[src/rtl/button_gesture_decoder.sv]
// Turns debounced press/release pulses into short-press, long-press and double-click events.
// Define BUTTON_GESTURE_REPEAT_EN to add auto-repeat pulses while a long press is held.
module button_gesture_decoder #(
  parameter int CNT_W         = 26,
  parameter int LONG_CYCLES   = 50000000,
  parameter int DCLICK_CYCLES = 15000000,
  parameter int REPEAT_CYCLES = 10000000
) (
  input  logic clk,
  input  logic rst_n,
  input  logic btn_down,
  input  logic btn_up,
  output logic short_press,
  output logic long_press,
  output logic double_click,
  output logic repeat_pulse,
  output logic held
);

  localparam longint CNT_MAX = (64'(1) << CNT_W) - 1;

  // Terminal counts must be reachable without the counter wrapping.
  if (LONG_CYCLES < 2 || longint'(LONG_CYCLES) > CNT_MAX ||
      DCLICK_CYCLES < 2 || longint'(DCLICK_CYCLES) > CNT_MAX ||
      REPEAT_CYCLES < 2 || longint'(REPEAT_CYCLES) > CNT_MAX) begin : g_bad_params
    $error("button_gesture_decoder: cycle parameters out of range");
  end

  localparam logic [CNT_W-1:0] LONG_TC   = CNT_W'(LONG_CYCLES - 1);
  localparam logic [CNT_W-1:0] DCLICK_TC = CNT_W'(DCLICK_CYCLES - 1);

  typedef enum logic [1:0] {
    IDLE        = 2'd0,
    PRESSED     = 2'd1,
    WAIT_SECOND = 2'd2,
    HELD        = 2'd3
  } state_e;

  state_e           state, state_nx;
  logic [CNT_W-1:0] cnt, cnt_nx;
  logic             short_nx, long_nx, dclick_nx;
  logic             dn, up;

  // A simultaneous press and release is meaningless and is dropped.
  assign dn = btn_down & ~btn_up;
  assign up = btn_up & ~btn_down;

`ifdef BUTTON_GESTURE_REPEAT_EN
  localparam logic [CNT_W-1:0] REPEAT_TC = CNT_W'(REPEAT_CYCLES - 1);
  logic long_held, long_held_nx;
  logic rpt_nx;
`endif

  // NOTE: every signal driven here gets a default first, so no path leaves one unassigned and no latch is inferred.
  always_comb begin
    state_nx  = state;
    cnt_nx    = cnt + CNT_W'(1);
    short_nx  = 1'b0;
    long_nx   = 1'b0;
    dclick_nx = 1'b0;
`ifdef BUTTON_GESTURE_REPEAT_EN
    rpt_nx       = 1'b0;
    long_held_nx = long_held;
`endif
    unique case (state)
      IDLE: begin
        cnt_nx = '0;
        if (dn) state_nx = PRESSED;
      end
      PRESSED: begin
        if (up) begin
          state_nx = WAIT_SECOND;
        end else if (cnt == LONG_TC) begin
          state_nx = HELD;
          long_nx  = 1'b1;
        end
      end
      WAIT_SECOND: begin
        if (dn) begin
          state_nx  = HELD;
          dclick_nx = 1'b1;
        end else if (cnt == DCLICK_TC) begin
          state_nx = IDLE;
          short_nx = 1'b1;
        end
      end
      HELD: begin
        cnt_nx = '0;
        if (up) begin
          state_nx = IDLE;
`ifdef BUTTON_GESTURE_REPEAT_EN
        end else if (long_held) begin
          // The counter rests during the long_press cycle, so the first repeat lands REPEAT_CYCLES+1 after it.
          if (long_press) begin
            cnt_nx = '0;
          end else if (cnt == REPEAT_TC) begin
            rpt_nx = 1'b1;
            cnt_nx = '0;
          end else begin
            cnt_nx = cnt + CNT_W'(1);
          end
`endif
        end
      end
      default: state_nx = IDLE;
    endcase

    if (state_nx != state) cnt_nx = '0;

`ifdef BUTTON_GESTURE_REPEAT_EN
    if (state_nx != HELD) long_held_nx = 1'b0;
    else if (state == PRESSED) long_held_nx = 1'b1;
`endif
  end

  // NOTE: sequential state uses non-blocking assignments so every register samples pre-edge values.
  always_ff @(posedge clk) begin
    if (!rst_n) begin
      state        <= IDLE;
      cnt          <= '0;
      short_press  <= 1'b0;
      long_press   <= 1'b0;
      double_click <= 1'b0;
      held         <= 1'b0;
    end else begin
      state        <= state_nx;
      cnt          <= cnt_nx;
      short_press  <= short_nx;
      long_press   <= long_nx;
      double_click <= dclick_nx;
      held         <= (state_nx == PRESSED) || (state_nx == HELD);
    end
  end

`ifdef BUTTON_GESTURE_REPEAT_EN
  always_ff @(posedge clk) begin
    if (!rst_n) begin
      long_held    <= 1'b0;
      repeat_pulse <= 1'b0;
    end else begin
      long_held    <= long_held_nx;
      repeat_pulse <= rpt_nx;
    end
  end
`else
  assign repeat_pulse = 1'b0;
`endif

endmodule

[config.mk]
export PLATFORM = sky130hd
export DESIGN_NAME = button_gesture_decoder
export DESIGN_NICKNAME = d
export VERILOG_FILES = /design/src/rtl/button_gesture_decoder.sv
export SDC_FILE = /design/constraint.sdc
export NUM_CORES = 1
export LEC_CHECK = 0
export BUFFER_PORTS_ARGS = -buffer_cell sky130_fd_sc_hd__buf_2
export CORE_ASPECT_RATIO = 1.5
export CORE_MARGIN = 8
export CORE_UTILIZATION = 53
export DETAILED_ROUTE_END_ITERATION = 8
export HOLD_SLACK_MARGIN = 0.02
export MAX_ROUTING_LAYER = met4
export PLACE_DENSITY_LB_ADDON = 0.3
export SLEW_MARGIN = 20
export SYNTH_ARGS = -nofsm -noshare
export SYNTH_HDL_FRONTEND = slang
export SYNTH_SLANG_ARGS = --single-unit
[constraint.sdc]
create_clock -name clk -period 1.9 [get_ports clk]
set_clock_uncertainty 0.15 [all_clocks]
set_input_delay 0.285 -clock clk [delete_from_list [all_inputs] [get_ports clk]]
set_output_delay 0.285 -clock clk [all_outputs]
set_load 0.1 [all_outputs]
==> flow_summary.ini, run 1 <==
[timing]
maxSlewViolCount = 0
setup-violations-final = 0
fin_crit_ns = 1.80
rsz0062_at_grt = no
period_share_pct = 94.6
fin_hold_ws_ns = 0.133
hold_viol_final = 0
setup_tns_ns = 0
max_freq_mhz = 556

[cts]
cts_buffers = 5
clk_pin_slew_ns = 0.06
clk_root_buffer_cell = clkbuf_8
cts_post_setup_buffers_inserted = 0
clk_path_buf_depth = 2
clock_sinks = 32
worst_skew_pair.late_latency_ns = 0.28
tritoncts = built
htreeDepth = 2

[min_path]
whs_path_depth = 3
hold_path_class = input pin to flop

[power]
switching_power_mw = 0.283
p_clk_share_pct = 42.3
p_seq_share_pct = 52.3
p_comb_share_pct = 5.4
leakage_nw = 0.695
power_density_nw_per_um2 = 755
sw_frac_of_total_pct = 21.7
peakVddDrop_uv = 549
total_power_mw = 1.30
cell_internal_pwr_mw = 1.02

[placement]
dpl.hpwl_um = 2160
gp_congestion = 0.820
port_buffers = 7
place_inst = 207

[global_routing]
grt_antenna_before_repair = 0
grt_max_degree = 27
grt_overflow = 0
grt_pass1_vias = 1171
grtUsageTotal_pct = 14.2
grt_pass1_wl_um = 5060

[drt]
dr.first_iter.drc_count = 31
viasPerCell = 5.42
vias = 1160
firstDrtPassIters = 4
routed_wl_um = 3010
ant_nets = 0
drc = 0
wl_per_cell_um = 14.1

[critical_path]
end_kind = flop
start_kind = flop
cp.arrival_ns = 1.81
cp.required_ns = 1.91
worstSetupPathType = flop to flop
critPathMaxFanout = 26
r2r_cells = 7

[run]
maxCapViolations = 0

[final_layout]
antennaDiodeCount = 0
nFillCells = 264
area_growth_syn_to_layout_pct = 13.9
final_cells = 214
layout-drive-gt1-share_pct = 16.6
fin_nets = 180

[yosys]
synthFlopType = dfxtp_1
syn_area_sq_um = 1520
ys_seq_area_share_pct = 42.2
synth_edf_count = 0
synth.distinct_cells = 38
syn_nets = 164
syn_inst = 159
yosys_register_bits = 32
synth_top_cell_area_share_pct = 42.2
synthTopCellsByCount = 32 x dfxtp_1, 25 x nor2_1, 17 x xor2_1
synth.most_common_cell = dfxtp_1
async_flop_share_pct = 0
synth.avg_cell_area_sq_um = 9.55
synth_warnings = 0
ys_top_cells_by_area = dfxtp_1 42%, xor2_1 9.8%, nor2_1 6.2%
synth_top_area_cell = dfxtp_1

[floorplan]
core_area_sq_um = 2820
die_h_um = 81.5
die_x_um = 59.7
die_area_sq_um = 4870
rows = 24
start_util_pct = 53.8
boundaryPins = 9

[run_status]
outcome = finished, final reports clean
[power by group through the flow]
stage	Sequential, mW	Combinational [mW]	Clock, mW
2_1_floorplan	0.705	0.0454	0
3_3_place_gp	0.697	0.0683	0
3_5_place_dp	0.697	0.0701	0
4_1_cts	0.682	0.0707	0.567
5_1_grt	0.683	0.0747	0.588
6_report	0.682	0.0702	0.552
[cell type report]
class	instances	area [sq um]	share of cell area, %
Timing Repair Buffer	13	92.6	5.35
Sequential cell	32	641	37.0
Inverter	2	7.51	0.434
Clock buffer	7	96.3	5.57
Multi-Input combinational cell	121	843	48.8
Tap cell	39	48.8	2.82
[routing by layer]
layer	global-route usage, %	share of wire, %
met2	25.2	54
met3	5.33	4.7
met4	8.15	2.9
met5	-	0
met1	12.4	38
[state kept, by name, summed over array words and instances (netlist names)]
register / flops
cnt: 26
double_click: 1
held: 1
long_press: 1
short_press: 1
state: 2
[kinds of logic after synthesis]
group,share of synthesized area (%)
buffers and inverters,2.80
AND/OR/NAND/NOR,36.2
AO/OA/AOI/OAI,3.79
other,0.247
adder cells (fa/ha/maj),1.48
flip-flops,42.2
XOR/XNOR,13.3
[per-stage QoR]
stage | utilization (%) | area, sq um | setup slack [ns]
2_1_floorplan | - | 1520 | 0.0693
3_3_place_gp | 57.5 | 1620 | 0.120
3_5_place_dp | 57.5 | 1620 | 0.0335
4_1_cts | 60.9 | 1720 | 0.0257
5_1_grt | 61.3 | 1730 | 0.0168
6_report | 61.3 | 1730 | 0.102
[path summary, 6_finish.rpt]
check	start	endpoint	slack [ns]
worst max-delay path	cnt[0]$_SDFF_PP0_	cnt[11]$_SDFF_PP0_	0.10
worst min-delay path	rst_n	state[1]$_SDFF_PN0_	0.13
worst min register to register	cnt[0]$_SDFF_PP0_	cnt[0]$_SDFF_PP0_	0.33
worst max register to register	cnt[0]$_SDFF_PP0_	cnt[11]$_SDFF_PP0_	0.10
[worst max-delay path, cell delays in order (launching register included)]
cell and delay (ns):
dfxtp_1 0.37, ha_1 0.19, and4_1 0.22, nand2_1 0.09
nand4b_4 0.22, a21oi_4 0.20, buf_12 0.18, nor2_1 0.07
[placed cells by master (no fill, tap or decap), drive strengths merged]
cell    synthesis  routed
maj3            1       1
inv             2       2
and4b           1       1
ha              1       1
dfxtp          32      32
clkbuf          0       7
conb            1       1
or3             1       1
nor4b           2       2
nand3          10      10
nand2b          3       3
and2            3       3
nor2b           3       3
and3            8       8
nor4            2       2
and4            5       5
nand4b          2       2
or3b            3       3
nand2           8       8
o21ai           1       1
a21oi           3       3
nor3b           3       3
nor2           25      25
xor2           17      17
o22ai           2       2
buf             4      13
nor3            3       3
xnor2           6       6
nand4           6       6
a211oi          1       1
[repair_timing]
item                                   4_1_cts  5_1_grt
hold buffers                                 0        0
endpoints found under the hold margin        0        0
gates resized for setup                      0        1
setup endpoints to repair                    0       27
Power figures use the tool's default switching activity.
==> run 2, diff against run 1 <==
--- a/config.mk
+++ b/config.mk
@@ -8,7 +8,7 @@
 export BUFFER_PORTS_ARGS = -buffer_cell sky130_fd_sc_hd__buf_2
 export CORE_ASPECT_RATIO = 1.5
 export CORE_MARGIN = 8
-export CORE_UTILIZATION = 53
+export CORE_UTILIZATION = 25
 export DETAILED_ROUTE_END_ITERATION = 8
 export HOLD_SLACK_MARGIN = 0.02
 export MAX_ROUTING_LAYER = met4
==> flow_summary.ini, run 2 (synthesized netlist as in run 1, its figures left out) <==
[power]
leakage_nw = 0.704
power_density_nw_per_um2 = 713
total_power_mw = 1.27
peakVddDrop_uv = 438

[final_layout]
nFillCells = 623
fin_nets = 183
layout_common_cells = 32 x dfxtp_1, 25 x nor2_1, 17 x xor2_1
layout-drive-gt1-share_pct = 17.9
antennaDiodeCount = 0
final_cells = 253
regMostFlops = cnt
layout_commonest_cell = dfxtp_1
largest_reg_flops = 26
area_growth_syn_to_layout_pct = 17.7
largestRegisters = cnt (26), state (2)

[floorplan]
die_area_sq_um = 8870
rows = 35
start_util_pct = 25.3
die_x_um = 79.6
boundaryPins = 9
die_h_um = 111
core_area_sq_um = 6000

[drt]
wl_per_cell_um = 11.3
firstDrtPassIters = 3
routed_wl_um = 2870
vias = 1135
dr.first_iter.drc_count = 55
ant_nets = 0
viasPerCell = 4.49
drc = 0

[critical_path]
critPathMaxFanout = 11
start_kind = flop
r2r-end = cnt[5]$_SDFF_PP0_
cp.arrival_ns = 1.79
worst-r2r-setup-slack_ns = 0.13
r2r_cells = 7
worstSetupPathType = flop to flop
end_kind = flop
cp.required_ns = 1.92
reg2reg_from = cnt[1]$_SDFF_PP0_

[timing]
fin_crit_ns = 1.77
max_freq_mhz = 564
maxSlewViolCount = 0
period_share_pct = 93.3
hold_viol_final = 0
rsz0062_at_grt = no
fin_hold_ws_ns = 0.140
setup_tns_ns = 0
setup-violations-final = 0

[cts]
cts_post_setup_buffers_inserted = 0
clk_path_buf_depth = 2
htreeDepth = 2
ctsResizeCount = 0
clk_pin_slew_ns = 0.06
postCtsHoldBufs = 0
worst_skew_pair.late_latency_ns = 0.28
tritoncts = built
clk_root_buffer_cell = clkbuf_8
cts_buffers = 5
clock_sinks = 32

[placement]
gp_congestion = 0.723
dpl.hpwl_um = 2100
port_buffers = 7
place_inst = 245

[min_path]
whs_path_depth = 3
hold_path_class = input pin to flop
min_from = rst_n
hold_path_end = state[1]$_SDFF_PN0_

[global_routing]
grt_pass1_wl_um = 5250
grt_antenna_before_repair = 0
grt_overflow = 0
grt_max_degree = 16
grt_pass1_vias = 1193
grtUsageTotal_pct = 7.52

[run]
maxCapViolations = 0

[run_status]
outcome = finished, final reports clean
[run 2: how the worst max path moves through the flow]
stage,from,to,slack [ns],cells past startpoint
2_1_floorplan,cnt[0]$_SDFF_PP0_,cnt[12]$_SDFF_PP0_,0.07,7
3_3_place_gp,cnt[0]$_SDFF_PP0_,cnt[11]$_SDFF_PP0_,0.09,7
3_5_place_dp,cnt[1]$_SDFF_PP0_,cnt[18]$_SDFF_PP0_,0.02,7
4_1_cts,cnt[1]$_SDFF_PP0_,cnt[18]$_SDFF_PP0_,0.02,7
5_1_grt,cnt[1]$_SDFF_PP0_,cnt[16]$_SDFF_PP0_,0.007,7
6_report,cnt[1]$_SDFF_PP0_,cnt[5]$_SDFF_PP0_,0.13,7
[run 2: area by class of cell]
type / count / area (sq um) / area share, %
multi-input cells: 121 / 850 / 47.5
well taps: 74 / 92.6 / 5.18
flip-flops and latches: 32 / 641 / 35.9
clock buffers: 8 / 90.1 / 5.04
inverters: 2 / 7.51 / 0.420
repair buffers: 16 / 106 / 5.95
[run 2: critical path, stage by stage, from the launching register on]
cell and delay [ns]:
dfxtp_1 0.35, ha_1 0.16, and4_1 0.22, nand2_1 0.10, nand4b_4 0.22, a21oi_4 0.20
buf_4 0.20, nor2_1 0.06
[run 2: report_power, final]
part	total [mW]	switching (mW)	leakage [nW]	internal [mW]
clock network	0.523	0.228	0.0455	0.295
registers	0.681	0.00455	0.258	0.677
logic	0.0697	0.0474	0.400	0.0223
[run 2: per-stage QoR]
stage	setup slack, ns	utilization, %	cell area, sq um
final	0.127	29.8	1790
after global placement	0.0949	28.0	1680
after global routing	0.00699	29.8	1790
after CTS	0.0209	29.5	1770
after detailed placement	0.0240	28.0	1680
after floorplan	0.0693	-	1520
[run 2: layer usage]
metal / up-vias / part of all wire [%] / routed length (um) / track usage, %
met5: - / 0 / 0 / -
li1: 585 / - / - / -
met2: 9 / 51 / 1470 / 12.6
met4: 0 / 2.6 / 74 / 4.10
met3: 5 / 2.9 / 84 / 2.34
met1: 536 / 43 / 1230 / 7.45
